<file path="config.mk">
export PLATFORM = sky130hd
export DESIGN_NAME = data_mem_copy_engine_flat
export DESIGN_NICKNAME = d
export VERILOG_FILES = /design/src/rtl/data_mem_pkg.sv /design/src/rtl/data_mem_copy_engine_if.sv /design/src/rtl/data_mem_copy_engine.sv /design/src/flat_wrapper.sv
export SDC_FILE = /design/constraint.sdc
export NUM_CORES = 1
export LEC_CHECK = 0
export CAP_MARGIN = 20
export CORE_UTILIZATION = 30
export CTS_CLUSTER_SIZE = 12
export DETAILED_ROUTE_END_ITERATION = 8
export SKIP_LAST_GASP = 1
export SYNTH_ARGS = -nofsm -noshare
export SYNTH_HDL_FRONTEND = slang
export SYNTH_SLANG_ARGS = --single-unit
</file>
<file path="constraint.sdc">
create_clock -name CLK -period 3.79 [get_ports CLK]
set_input_delay 1.137 -clock CLK [delete_from_list [all_inputs] [get_ports CLK]]
set_output_delay 1.137 -clock CLK [all_outputs]
set_load 0.02 [all_outputs]
</file>
<file path="src/rtl/data_mem_pkg.sv">
// Shared types and constants for the data-memory copy engine.
package data_mem_pkg;

  localparam int unsigned ADDR_W = 18;
  localparam int unsigned DATA_W = 32;
  localparam int unsigned LEN_W  = 16;

  // Banks 0-2 are populated; bank 3 is absent.
  localparam logic [ADDR_W-1:0] MAX_ADDR = 18'h2FFFF;

  localparam int unsigned BANK_SEL_HI = 17;
  localparam int unsigned BANK_SEL_LO = 16;

  typedef enum logic [2:0] {
    StIdle,
    StRdAddr,
    StRdCap,
    StWr,
    StDone
  } state_e;

endpackage

</file>
<file path="src/rtl/data_mem_copy_engine_if.sv">
// Data-memory bus between an initiator and the bank manager.
interface data_mem_copy_engine_if;
  import data_mem_pkg::*;

  logic [31:0]       mem_address;
  logic [DATA_W-1:0] mem_wdata;
  logic              mem_wren;
  logic [DATA_W-1:0] mem_rdata;

  modport master (
    output mem_address,
    output mem_wdata,
    output mem_wren,
    input  mem_rdata
  );

  modport slave (
    input  mem_address,
    input  mem_wdata,
    input  mem_wren,
    output mem_rdata
  );

endinterface

</file>
<file path="src/rtl/data_mem_copy_engine.sv">
// Block copy engine: reads one word, writes it, advances; 3 cycles per word.
module data_mem_copy_engine
  import data_mem_pkg::*;
(
  input  logic                   CLK,
  input  logic                   RST_n,
  input  logic                   start_i,
  input  logic [31:0]            src_i,
  input  logic [31:0]            dst_i,
  input  logic [LEN_W-1:0]       len_i,
  output logic                   busy_o,
  output logic                   done_o,
  output logic                   err_o,
  data_mem_copy_engine_if.master mem
);

  state_e              state_q, state_d;
  logic [ADDR_W-1:0]   src_ptr_q, src_ptr_d;
  logic [ADDR_W-1:0]   dst_ptr_q, dst_ptr_d;
  logic [LEN_W-1:0]    remain_q, remain_d;
  logic [DATA_W-1:0]   buf_q, buf_d;
  logic                err_q, err_d;

  logic [32:0] src_end;
  logic [32:0] dst_end;
  logic        range_ok;

  // Last word address of each span in 33 bits so a huge address cannot wrap past the check.
  always_comb begin
    src_end  = {1'b0, src_i} + {17'b0, len_i} - 33'd1;
    dst_end  = {1'b0, dst_i} + {17'b0, len_i} - 33'd1;
    range_ok = (src_i[31:ADDR_W] == '0) && (dst_i[31:ADDR_W] == '0) &&
               (src_end <= {15'b0, MAX_ADDR}) && (dst_end <= {15'b0, MAX_ADDR});
  end

  // Next-state logic for the copy sequencer.
  always_comb begin
    state_d   = state_q;
    src_ptr_d = src_ptr_q;
    dst_ptr_d = dst_ptr_q;
    remain_d  = remain_q;
    buf_d     = buf_q;
    err_d     = err_q;
    unique case (state_q)
      StIdle: begin
        if (start_i) begin
          src_ptr_d = src_i[ADDR_W-1:0];
          dst_ptr_d = dst_i[ADDR_W-1:0];
          remain_d  = len_i;
          if (len_i == '0) begin
            err_d   = 1'b0;
            state_d = StDone;
          end else if (!range_ok) begin
            err_d   = 1'b1;
            state_d = StDone;
          end else begin
            err_d   = 1'b0;
            state_d = StRdAddr;
          end
        end
      end
      StRdAddr: state_d = StRdCap;
      StRdCap: begin
        buf_d   = mem.mem_rdata;
        state_d = StWr;
      end
      StWr: begin
        src_ptr_d = src_ptr_q + ADDR_W'(1);
        dst_ptr_d = dst_ptr_q + ADDR_W'(1);
        remain_d  = remain_q - LEN_W'(1);
        state_d   = (remain_q == LEN_W'(1)) ? StDone : StRdAddr;
      end
      StDone: begin
        err_d   = 1'b0;
        state_d = StIdle;
      end
      default: state_d = StIdle;
    endcase
  end

  // State and datapath registers with synchronous active-low reset.
  always_ff @(posedge CLK) begin
    if (!RST_n) begin
      state_q   <= StIdle;
      src_ptr_q <= '0;
      dst_ptr_q <= '0;
      remain_q  <= '0;
      buf_q     <= '0;
      err_q     <= 1'b0;
    end else begin
      state_q   <= state_d;
      src_ptr_q <= src_ptr_d;
      dst_ptr_q <= dst_ptr_d;
      remain_q  <= remain_d;
      buf_q     <= buf_d;
      err_q     <= err_d;
    end
  end

  // Outputs decode registered state only; the source address is held through
  // RdCap because the manager's bank mux decodes the live address.
  always_comb begin
    busy_o          = (state_q != StIdle);
    done_o          = (state_q == StDone);
    err_o           = (state_q == StDone) && err_q;
    mem.mem_wren    = (state_q == StWr);
    mem.mem_wdata   = buf_q;
    mem.mem_address = '0;
    unique case (state_q)
      StRdAddr, StRdCap: mem.mem_address = {14'b0, src_ptr_q};
      StWr:              mem.mem_address = {14'b0, dst_ptr_q};
      default:           mem.mem_address = '0;
    endcase
  end

endmodule

</file>
<file path="src/flat_wrapper.sv">
// flat-port wrapper written by rule: the top's interface ports become plain ports
module data_mem_copy_engine_flat import data_mem_pkg::*;
  (CLK, RST_n, start_i, src_i, dst_i, len_i, busy_o, done_o, err_o, mem_mem_address, mem_mem_wdata, mem_mem_wren, mem_mem_rdata);
  data_mem_copy_engine_if mem_i ();
  input  logic CLK;
  input  logic RST_n;
  input  logic start_i;
  input  logic [31:0] src_i;
  input  logic [31:0] dst_i;
  input  logic [LEN_W-1:0] len_i;
  output logic busy_o;
  output logic done_o;
  output logic err_o;
  output wire logic [$bits(mem_i.mem_address)-1:0] mem_mem_address;
  output wire logic [$bits(mem_i.mem_wdata)-1:0] mem_mem_wdata;
  output wire logic [$bits(mem_i.mem_wren)-1:0] mem_mem_wren;
  input wire logic [$bits(mem_i.mem_rdata)-1:0] mem_mem_rdata;
  assign mem_mem_address = mem_i.mem_address;
  assign mem_mem_wdata = mem_i.mem_wdata;
  assign mem_mem_wren = mem_i.mem_wren;
  assign mem_i.mem_rdata = mem_mem_rdata;
  data_mem_copy_engine u_core (.CLK(CLK), .RST_n(RST_n), .start_i(start_i), .src_i(src_i), .dst_i(dst_i), .len_i(len_i), .busy_o(busy_o), .done_o(done_o), .err_o(err_o), .mem(mem_i));
endmodule
</file>
Word level (Yosys, flattened, before mapping)
Cells that the tools add are included.

storage, ports and cells
  bits in registers = 88
  output and inout bits = 68
  word-level logic and storage cells = 51

operators by class
  add/sub/neg operators = 7
  $lt $le $gt $ge = 2
  eq/ne operators = 6
  multiplexer cells = 16
  reductions and logical operators = 14

operator list
  cell                   count
  $pmux 18 s2            3
  $add 32x16->33         2
  $le 33x18->1 const B   2
  $sub 33x1->33 const B  2
  $add 18x1->18 const B  2
  $mux 18                2
  $pmux 16 s2            1
  $logic_not 14->1       2
  $eq 16x1->1 const B    1
  $logic_not 16->1       1
  $mux 16                1
  $sub 16x1->16 const B  1
  $mux 3                 4
  $pmux 3 s4             1
  $eq 3x2->1 const B     2
  $logic_and 1x1->1      4
  $reduce_and 2->1       2
  $reduce_bool 2->1      2
  $eq 3x1->1 const B     1
  $eq 3x3->1 const B     1
  $logic_not 3->1        1
  $mux 1                 3
  $reduce_bool 3->1      1
  $ne 2x2->1 const B     1
  other kinds (2)        2

Depth between registers and ports, before layout
Gate-level depths: netlist (run 1).

  word-level depth = 9
  depth in mapped cells = 16
  depth with buffers taken out = 16

Worst setup path before layout (run 1)
Ideal clock, no wire load.

  path type = input port to flip-flop
  start point = input len_i[15]
  end point = register u_core.err_q
  setup time = 122 ps
  arrival time = 3948 ps
  path slack = -280 ps
  cell stages on the path = 14
  buffers on the path = 0
  cell sequence = inv_1 ha_1 inv_1 ha_1 a21o_1 o21bai_1 or3_1 mux2i_1 nor3_1 or4_4 nor4_2 nand4_1 nor4_1 o31ai_1

on the way
  longest elaborated chain between the ends = 9

ends and longest elaborated chain
  element                 RTL line                    source
  start: declaration      flat_wrapper.sv:10          input logic [LEN_W-1:0] len_i;
  $add 32x16->33          data_mem_copy_engine.sv:30  src_end = {1'b0, src_i} + {17'b0, len_i} - 33'd1;
  $sub 33x1->33           data_mem_copy_engine.sv:30
  $le 33x18->1            data_mem_copy_engine.sv:33  (src_end <= {15'b0, MAX_ADDR}) && (dst_end <= {15'b0, MAX_ADDR});
  $logic_and 1x1->1       data_mem_copy_engine.sv:32  range_ok = (src_i[31:ADDR_W] == '0) && (dst_i[31:ADDR_W] == '0) &&
  $logic_and 1x1->1       data_mem_copy_engine.sv:33
  $mux 1                  data_mem_copy_engine.sv:53  end else if (!range_ok) begin
  $mux 1 (*)              data_mem_copy_engine.sv:50  if (len_i == '0) begin
  $mux 1 (*)              data_mem_copy_engine.sv:46  if (start_i) begin
  $pmux 1 s2 (*)          data_mem_copy_engine.sv:44  unique case (state_q)
  end signal: assignment  data_mem_copy_engine.sv:96  err_q <= err_d;
  end: declaration        data_mem_copy_engine.sv:22  logic err_q, err_d;

Every way passes the cells marked *; elsewhere a longest branch is shown, timed or not. The select of a mux whose other input is x is not followed.
A chain may end at the register's enable or synchronous reset.

Final worst setup path (run 1)
  start point = input len_i[15]
  end point = register u_core.state_q[2]

on the way
  longest elaborated chain between the ends = 9

ends and longest elaborated chain
  element                 RTL line                    source
  $add 32x16->33          data_mem_copy_engine.sv:30
  $sub 33x1->33           data_mem_copy_engine.sv:30
  $le 33x18->1            data_mem_copy_engine.sv:33
  $logic_and 1x1->1       data_mem_copy_engine.sv:32
  $logic_and 1x1->1       data_mem_copy_engine.sv:33
  $mux 3                  data_mem_copy_engine.sv:53
  $mux 3 (*)              data_mem_copy_engine.sv:50
  $mux 3 (*)              data_mem_copy_engine.sv:46
  $pmux 3 s4 (*)          data_mem_copy_engine.sv:44
  end signal: assignment  data_mem_copy_engine.sv:84  state_q <= StIdle;
  end signal: assignment  data_mem_copy_engine.sv:91  state_q <= state_d;
  end: declaration        data_mem_copy_engine.sv:17  state_e state_q, state_d;

Marks and branches as above.

==> results.ini, run 1 <==
[worst_setup_path]
critPathSlowestCell=a2111o_1
cp_slowest_stage_delay_ps=430
cp_top_family=simple AND/OR/NAND/NOR gates
cp_cell_sequence=buf_8 -> inv_4 -> buf_6 -> ha_4 -> inv_2 -> ha_4 -> nand4_1 -> or3_4 -> buf_6 -> nor4_4 -> nor3b_2 -> nor2b_2 -> o31a_1 -> a2111o_1 -> nor3_2 -> buf_4 -> o32ai_2
critPathKind=input port to flip-flop
required_ps=4010
worstSetupEndpointType=flip-flop
arrival_ps=4340
cp_max_fo=3
critPathLaunchType=input port
cp_num_buf_inv=6

[placed_design]
routabilityCongestion=0.960
placed_cells=2059
hpwl_mm=26.9
portBuffers=168
pre_cts_ws_ps=-1200

[clock_network]
insertion_delay_ps=340
path_clk_slew_ps=70
clock_path_buffers=2
htreeDepth=3
root_buffer=clkbuf_16
cts_tree=built
clock_sinks=88
cts_made_buffers=9

[synth]
yosys_warnings=0
synth_seq_area_share_pct=19.4
yosys.cell_types.count=85
synth_top_cell_by_area=dfxtp_1
synth_ff_type=dfxtp_1
synth-edff-count=0
netlist_top_cells_area=dfxtp_1 (19%), ha_1 (15%), a21oi_1 (8.1%)
syn_inst=1286
syn-cell-area_sq_um=9080
syn_avg_cell_area_sq_um=7.06
async_flop_share_pct=0
yosysTopAreaCellShare_pct=19.4
ys_seq_elements=88

[timing]
tightest_slew_ps=574
fmax_mhz=243
drv_slew=0
rsz0062_at_grt=true
fin_crit_ps=4110
fin_ws_ps=-323
whs_ps=453
slew_headroom_pct=61.3
fin_tns_setup_ps=-913
final-hold-violation-count=0
finClkSkew_ps=7.23
finalCritPeriodShare_pct=109
setup_violations=3

[power]
pwr_density_cell_nw_per_um2=262
ir_worst_vdd_uv=287
p_leak_nw=6.32

[floorplanning]
core_area_sq_um=29700
rows=63
fp.dieH_um=176
initial_core_util_pct=30.6
die_width_um=176
dieArea_sq_um=31000
pin_count=183

[layout]
diodes=0
layout-drive-gt1-share_pct=35.0
finalNetCount=1939
final_cell_mix=buf_4 (285), nand2_1 (139), a21oi_1 (122), clkdlybuf4s50_1 (113), inv_1 (109)
final_common_cell=buf_4
finalNonFillerCells=2105
area_delta_synth_final_pct=62.7

[global_routing]
grt_overflow=0
grtUsageTotal_pct=21.4
grt_start_max_net_pins=71
grt_antenna_before_repair=0
grt_first_pass_wirelength_mm=53.3
grt_pass1_vias=10300

[run_status]
status=finished with violations
violations=setup timing

[route]
vias_per_cell=5.21
drt.antenna.violating_nets=0
drt-initial-drc-count=781
drc=0
wl_mm=34.9
wl_per_cell_um=16.6
drtPass1Iterations=5
vias=11000

[worst_hold_path]
hold_path.class=flip-flop to flip-flop

[run]
cap_violations=0

-- kinds of logic (layout without fill, tap and decap cells) --
logic type | count (synthesis) | after routing | synth area share (%)
other | 1 | 14 | 0.0413
AND/OR/NAND/NOR | 418 | 418 | 22.9
AO/OA/AOI/OAI | 405 | 405 | 29.0
XOR/XNOR | 12 | 12 | 1.16
flip-flops | 88 | 88 | 19.4
buffers and inverters | 239 | 655 | 10.6
multiplexers | 9 | 9 | 1.02
adder cells (fa/ha/maj) | 114 | 114 | 15.9
-- worst register-to-register path, delay by kind of cell, from the launching register on --
kind               cells  cell delay, ps
DFF                    1             350
AOI/OAI and AO/OA      2             370
and+or+nand+nor        7            1890
-- Yosys cell counts (4+ instances only) --
cell type  number
inv_1         170
a21oi_1       147
nand2_1       143
ha_1          112
dfxtp_1        88
nor2_1         83
o21ai_0        65
clkbuf_1       48
nand3_1        26
nor3_1         26
o211ai_1       26
nand4_1        20
and3_1         19
a22o_1         18
nand2b_1       18
a31oi_1        16
buf_4          15
a211oi_1       14
nor2b_1        14
nor4_1         14
a21o_1         13
a22oi_1        13
xnor2_1        12
a311oi_1        9
or3_1           9
o21a_1          8
o311ai_0        8
a221oi_1        7
and2_1          7
mux2i_1         7
nor3b_1         7
o21bai_1        6
o21ai_1         5
nand3b_1        4
o221ai_1        4
o22ai_1         4
o31ai_1         4
or4_1           4
-- layout make-up --
class                      instances  area (sq um)
clock buffer                       9           225
sequential                        88          1760
tap                              390           488
timing repair buffer             468          3890
multi-input combinational        972          7650
inverter                         171           672
fill                            2803         14900
clock inverter                     7          95.1
-- repair_timing --
| action | in CTS | in global routing |
|---|---|---|
| hold buffers | 0 | 0 |
| pin swaps | 62 | 73 |
| setup endpoints to repair | 3 | 4 |
| resized for setup | 248 | 170 |
| setup buffers | 21 | 9 |
-- metrics by stage --
| step | total power, W | cell area [sq um] | util [%] |
|---|---|---|---|
| finish | 0.00387 | 14800 | 49.7 |
| detailed placement | 0.00259 | 13300 | 44.7 |
| global route | 0.00407 | 14800 | 49.7 |
| global placement | 0.00257 | 13300 | 44.7 |
| CTS | 0.00368 | 14200 | 47.8 |
| floorplan | 0.00185 | 9380 | - |
-- final timing paths --
| kind | start | to | slack, ps | depth (start not counted) |
|---|---|---|---|---|
| worst max register to register | u_core.remain_q[2] | u_core.remain_q[13] | 1060 | 9 |
| worst min-delay path | u_core.mem.mem_wdata[1] | u_core.mem.mem_wdata[1] | 450 | 2 |
| worst max-delay path | len_i[15] | u_core.state_q[2] | -320 | 17 |
| worst min register to register | u_core.mem.mem_wdata[1] | u_core.mem.mem_wdata[1] | 450 | 2 |
-- routing by layer --
layer  routed length [um]  part of all wire [%]  global-route usage, %  vias up
met5                    0                     0                      0        -
met4                  810                   2.3                   6.09        0
met3                 1510                   4.3                   2.26       44
met2                16600                    47                   35.6      313
met1                16000                    46                   29.1     5177
li1                     -                     -                      -     5429
-- flip-flops by register name, indices dropped and copies added, names as in the netlist --
signal,flops
u_core.src_ptr_q,18
u_core.state_q,3
u_core.mem.mem_wdata,32
u_core.dst_ptr_q,18
u_core.err_q,1
u_core.remain_q,16
-- where the power goes --
part / switching (W) / total [W] / internal [W]
combinational: 0.000938 / 0.00190 / 0.000959
sequential: 0.0000424 / 0.00101 / 0.000964
clock: 0.000384 / 0.000963 / 0.000579
total: 0.00136 / 0.00387 / 0.00250
No activity file was read; power rests on OpenSTA's default activity.
==> inputs of run 2 (changes only) <==
--- a/config.mk
+++ b/config.mk
@@ -9,7 +9,6 @@
 export CORE_UTILIZATION = 30
 export CTS_CLUSTER_SIZE = 12
 export DETAILED_ROUTE_END_ITERATION = 8
-export SKIP_LAST_GASP = 1
 export SYNTH_ARGS = -nofsm -noshare
 export SYNTH_HDL_FRONTEND = slang
 export SYNTH_SLANG_ARGS = --single-unit
==> results.ini, run 2 (synthesis gave the netlist of run 1 again) <==
[clock_network]
clock_sinks=88  ; unchanged
cts_tree=built
htreeDepth=3  ; unchanged
clock_path_buffers=2  ; unchanged
insertion_delay_ps=340  ; about the same
root_buffer=clkbuf_16
path_clk_slew_ps=70  ; about the same
cts_made_buffers=9  ; unchanged

[layout]
diodes=0  ; unchanged
finalNonFillerCells=2105  ; unchanged
final_common_cell=buf_4
final_cell_mix=buf_4 (286), nand2_1 (139), a21oi_1 (122), clkdlybuf4s50_1 (113), inv_1 (108)
area_delta_synth_final_pct=62.9
finalNetCount=1939  ; unchanged
final_util_pct=49.8  ; +0.063 points
largest_reg_flops=32  ; unchanged
layout-drive-gt1-share_pct=35.3  ; +0.23 points

[route]
wl_per_cell_um=16.6  ; about the same
drc=0  ; unchanged
drt-initial-drc-count=715  ; -8.5%
drtPass1Iterations=5  ; unchanged
wl_mm=34.9  ; about the same
vias=10900  ; -0.14%
drt.antenna.violating_nets=0  ; unchanged
vias_per_cell=5.20  ; -0.14%

[timing]
rsz0062_at_grt=true
finalCritPeriodShare_pct=108  ; -0.24 points
fin_ws_ps=-314  ; +8.95 ps
whs_ps=453  ; +0.0130 ps
drv_slew=0  ; unchanged
slew_headroom_pct=61.3  ; about the same
setup_violations=3  ; unchanged
fmax_mhz=244  ; +0.22%
tightest_slew_ps=573  ; -0.668 ps
fin_crit_ps=4100  ; -8.95 ps
finClkSkew_ps=7.70  ; +0.467 ps
final-hold-violation-count=0  ; unchanged

[worst_setup_path]
cp_max_fo=4  ; +1
arrival_ps=4330  ; about the same
required_ps=4010  ; about the same
crit_start=src_i[8]
r2r_start=u_core.remain_q[2]
r2r_setup_slack_ps=1070  ; about the same
r2r_end=u_core.remain_q[13]
r2r_cells=9  ; unchanged
critPathLaunchType=input port
worstSetupEndpointType=flip-flop
critPathKind=input port to flip-flop
cp-endpoint=u_core.state_q[2]

[placed_design]
placed_cells=2059  ; unchanged
hpwl_mm=26.9  ; unchanged
portBuffers=168  ; unchanged
routabilityCongestion=0.960  ; unchanged

[run_status]
violations=setup timing
status=finished with violations

[floorplanning]
dieArea_sq_um=31000  ; unchanged
rows=63  ; unchanged
initial_core_util_pct=30.6  ; unchanged
die_width_um=176  ; unchanged
pin_count=183  ; unchanged
core_area_sq_um=29700  ; unchanged
fp.dieH_um=176  ; unchanged

[power]
pwr_density_cell_nw_per_um2=261  ; about the same
ir_worst_vdd_uv=288  ; +0.28%
p_leak_nw=6.32  ; about the same

[global_routing]
grt_pass1_vias=10300  ; unchanged
grt_antenna_before_repair=0  ; unchanged
grt_start_max_net_pins=71  ; unchanged
grt_first_pass_wirelength_mm=53.3  ; unchanged
grtUsageTotal_pct=21.4  ; unchanged
grt_overflow=0  ; unchanged

[worst_hold_path]
hold_path.class=flip-flop to flip-flop

[run]
cap_violations=0  ; unchanged

## run 2: cell count changes in the layout (fill, tap and decap cells not counted), sizes merged
cell and change:
dlygate4sd2 -1, clkbuf +1
## run 2: area by class of cell
cell class,instances,area (sq um)
fillers,2802,14900
inverters,171,672
well taps,390,488
flip-flops and latches,88,1760
clock buffers,9,225
repair buffers,468,3890
clock inverters,7,95.1
multi-input cells,972,7660
## run 2: where the power goes
part | leakage (nW) | switching (W) | internal [W] | total, W
Clock | 0.156 | 0.000384 | 0.000579 | 0.000963
Combinational | 5.44 | 0.000937 | 0.000961 | 0.00190
Sequential | 0.720 | 0.0000424 | 0.000964 | 0.00101
Total | 6.32 | 0.00136 | 0.00250 | 0.00387
## run 2: timing repair
| action | CTS | global route |
|---|---|---|
| endpoints found under the setup margin | 3 | 4 |
| hold buffers | 0 | 0 |
| buffers inserted | 21 | 9 |
| gates cloned | 0 | 0 |
| resized for setup | 248 | 178 |
| pin swaps | 62 | 74 |
## run 2: worst min-delay path by stage
stage,startpoint,to,depth (start not counted)
floorplan,u_core.remain_q[14],u_core.remain_q[14],1
global placement,u_core.mem.mem_wdata[6],u_core.mem.mem_wdata[6],2
detailed placement,u_core.mem.mem_wdata[14],u_core.mem.mem_wdata[14],2
CTS,u_core.mem.mem_wdata[14],u_core.mem.mem_wdata[14],2
global route,u_core.mem.mem_wdata[23],u_core.mem.mem_wdata[23],2
finish,u_core.mem.mem_wdata[1],u_core.mem.mem_wdata[1],2
## run 2: per-layer routing
layer	vias to the layer above	GRT usage, %	routed length (um)
li1	5431	-	-
met1	5152	29.1	16000
met2	317	35.6	16500
met3	48	2.26	1530
met4	0	6.09	820
met5	-	0	0
## run 2: worst max-delay path, stage by stage
cell,delay [ps]
clkdlybuf4s15_2,230
inv_2,70
ha_4,270
inv_2,40
ha_4,240
nand4_1,110
o221ai_2,140
a21oi_2,210
buf_4,160
o21bai_4,70
o32a_1,320
or4_4,540
nor4_2,150
nand4_1,190
nor3_2,230
buf_4,160
o32ai_2,50
## run 2: through the flow
step                cell area [sq um]  power (W)  TNS (ps)  setup WS (ps)
floorplan                        9380    0.00185     -24.9          -24.9
global placement                13300    0.00257     -3290          -1130
detailed placement              13300    0.00259     -3480          -1200
CTS                             14200    0.00368     -1110           -414
global route                    14800    0.00408     -1060           -361
finish                          14800    0.00387      -897           -314
==> inputs of run 3 (changes only) <==
--- a/config.mk
+++ b/config.mk
@@ -7,8 +7,10 @@
 export LEC_CHECK = 0
 export CAP_MARGIN = 20
 export CORE_UTILIZATION = 30
+export CTS_CLUSTER_DIAMETER = 200
 export CTS_CLUSTER_SIZE = 12
 export DETAILED_ROUTE_END_ITERATION = 8
+export PLACE_DENSITY_LB_ADDON = 0.1
 export SYNTH_ARGS = -nofsm -noshare
 export SYNTH_HDL_FRONTEND = slang
 export SYNTH_SLANG_ARGS = --single-unit
==> constraint.sdc (replaced) <==
create_clock -name CLK -period 3.79 [get_ports CLK]
set_input_delay 0.9475 -clock CLK [delete_from_list [all_inputs] [get_ports CLK]]
set_output_delay 0.9475 -clock CLK [all_outputs]
set_load 0.02 [all_outputs]
==> results.ini, run 3 (synthesis gave the netlist of run 1 again) <==
[worst_setup_path]
arrival_ps=4040  ; -290 ps
critPathSlowestCell=a2111o_1
cp.depth=17  ; unchanged
cp_num_buf_inv=5  ; unchanged
required_ps=4020  ; about the same
r2r_end=u_core.remain_q[15]
cp_max_fo=3  ; -1
worstSetupEndpointType=flip-flop
critPathKind=input port to flip-flop
cp_slowest_stage_delay_ps=440  ; -100 ps
cp_top_family=compound AO/OA/AOI/OAI gates
cp_cell_sequence=buf_4 -> inv_2 -> buf_4 -> ha_4 -> inv_2 -> ha_4 -> a21oi_4 -> buf_6 -> o21ai_0 -> a21o_1 -> o41ai_4 -> xnor2_2 -> a41oi_2 -> nand4_1 -> a2111o_1 -> nor3_4 -> o32ai_2
r2r_setup_slack_ps=1000  ; -70 ps
r2r_cells=10  ; +1
r2r_start=u_core.remain_q[2]
critPathLaunchType=input port

[clock_network]
root_buffer=clkbuf_16
path_clk_slew_ps=80  ; about the same
clock_sinks=88  ; unchanged
htreeDepth=3  ; unchanged
hold_buffers=0  ; unchanged
clock_path_buffers=2  ; unchanged
insertion_delay_ps=350  ; about the same
cts_tree=built
cts_made_buffers=9  ; unchanged

[placed_design]
pre_cts_ws_ps=-1120  ; +86.3 ps
portBuffers=168  ; unchanged
hpwl_mm=27.8  ; +3.4%
routabilityCongestion=0.945  ; -1.6%

[global_routing]
grt_antenna_before_repair=0  ; unchanged
grt_first_pass_wirelength_mm=55.6  ; +4.3%
grt_pass1_vias=10500  ; +1.9%
grt_start_max_net_pins=80  ; +13%
grtUsageTotal_pct=22.7  ; +1.2 points
grt_overflow=0  ; unchanged

[timing]
rsz0062_at_grt=true
fin_crit_ps=3810  ; -293 ps
fin_ws_ps=-21.7  ; +293 ps
drv_slew=0  ; unchanged
final-hold-violation-count=0  ; unchanged
finalCritPeriodShare_pct=101  ; -7.7 points
tightest_slew_ps=744  ; +171 ps
fmax_mhz=262  ; +7.7%
fin_tns_setup_ps=-21.7  ; +875 ps
finClkSkew_ps=11.8  ; +4.08 ps
setup_violations=1  ; -2
slew_headroom_pct=50.2  ; -11 points

[power]
pwr_density_cell_nw_per_um2=256  ; -1.8%
p_total_w=0.00383  ; -1.0%
ir_worst_vdd_uv=176  ; -39%
p_leak_nw=6.34  ; +0.40%

[route]
wl_per_cell_um=17.1  ; +3.1%
drt.antenna.violating_nets=0  ; unchanged
drt-initial-drc-count=582  ; -19%
vias_per_cell=5.08  ; -2.4%
wl_mm=36.1  ; +3.3%
vias=10700  ; -2.2%
drtPass1Iterations=5  ; unchanged
drc=0  ; unchanged

[layout]
layout-drive-gt1-share_pct=36.0  ; +0.73 points
largest_reg_flops=32  ; unchanged
nFillCells=2950  ; +5.3%
area_delta_synth_final_pct=64.2
finalNetCount=1943  ; +0.21%
diodes=0  ; unchanged
seqCellArea_sq_um=1760  ; about the same
final_cell_mix=buf_4 (300), nand2_1 (138), a21oi_1 (116), inv_1 (110), clkdlybuf4s50_1 (110)
multi_input_area_sq_um=7830  ; +2.2%
final_common_cell=buf_4

[run_status]
violations=setup timing
status=finished with violations

[worst_hold_path]
holdPathStages=2  ; unchanged
min_delay_worst_endpoint=u_core.mem.mem_wdata[9]
hold_path.class=flip-flop to flip-flop
hold_start=u_core.mem.mem_wdata[9]

[floorplanning]
dieArea_sq_um=31000  ; unchanged
initial_core_util_pct=30.6  ; unchanged
fp.dieH_um=176  ; unchanged
rows=63  ; unchanged
pin_count=183  ; unchanged
die_width_um=176  ; unchanged
core_area_sq_um=29700  ; unchanged

[run]
cap_violations=0  ; unchanged

## run 3: area by class of cell
type                            count  area share [%]
Tap cell                          390            3.27
Sequential cell                    88            11.8
Clock inverter                      6           0.377
Timing Repair Buffer              472            25.9
Clock buffer                       10            1.60
Multi-Input combinational cell    972            52.5
Inverter                          171            4.54
## run 3: tightest hold or removal path: cells and delay by family (launching register included)
family / cells / cell delay, ps
flip-flops: 1 / 310
AO/OA/AOI/OAI: 1 / 50
AND/OR/NAND/NOR: 1 / 50
## run 3: stage by stage
| stage | utilization, % | hold slack, ps | cell area [sq um] | std cells |
|---|---|---|---|---|
| 4_1_cts | 48.5 | 457 | 14400 | 2098 |
| 5_1_grt | 50.2 | 478 | 14900 | 2109 |
| 6_report | 50.2 | 453 | 14900 | 2109 |
| 2_1_floorplan | - | 434 | 9150 | 1299 |
| 3_3_place_gp | 43.9 | 441 | 13000 | 2059 |
| 3_5_place_dp | 43.9 | 446 | 13000 | 2059 |
## run 3: power breakdown
group / switching [W] / internal [W]
clock network: 0.000429 / 0.000480
registers: 0.0000452 / 0.000963
logic: 0.000943 / 0.000967
## run 3: worst max path at each step
stage | endpoint | startpoint | slack (ps)
5_1_grt | u_core.err_q | src_i[18] | -130
4_1_cts | u_core.state_q[2] | len_i[11] | 0.6
2_1_floorplan | u_core.err_q | len_i[10] | 2
3_3_place_gp | u_core.state_q[2] | len_i[13] | -1090
3_5_place_dp | u_core.state_q[2] | len_i[1] | -1120
6_report | u_core.state_q[2] | len_i[13] | -20
## run 3: repair_timing
action / in CTS / in global routing
gates cloned: 0 / 0
pin swaps: 90 / 61
resized for setup: 380 / 119
buffers inserted: 26 / 11
endpoints found under the setup margin: 3 / 3
## run 3: per-layer routing
layer | track usage (%) | wire length, um
met4 | 5.87 | 593
met1 | 29.6 | 16300
met5 | 0 | 0
met2 | 39.3 | 17600
met3 | 2.41 | 1560
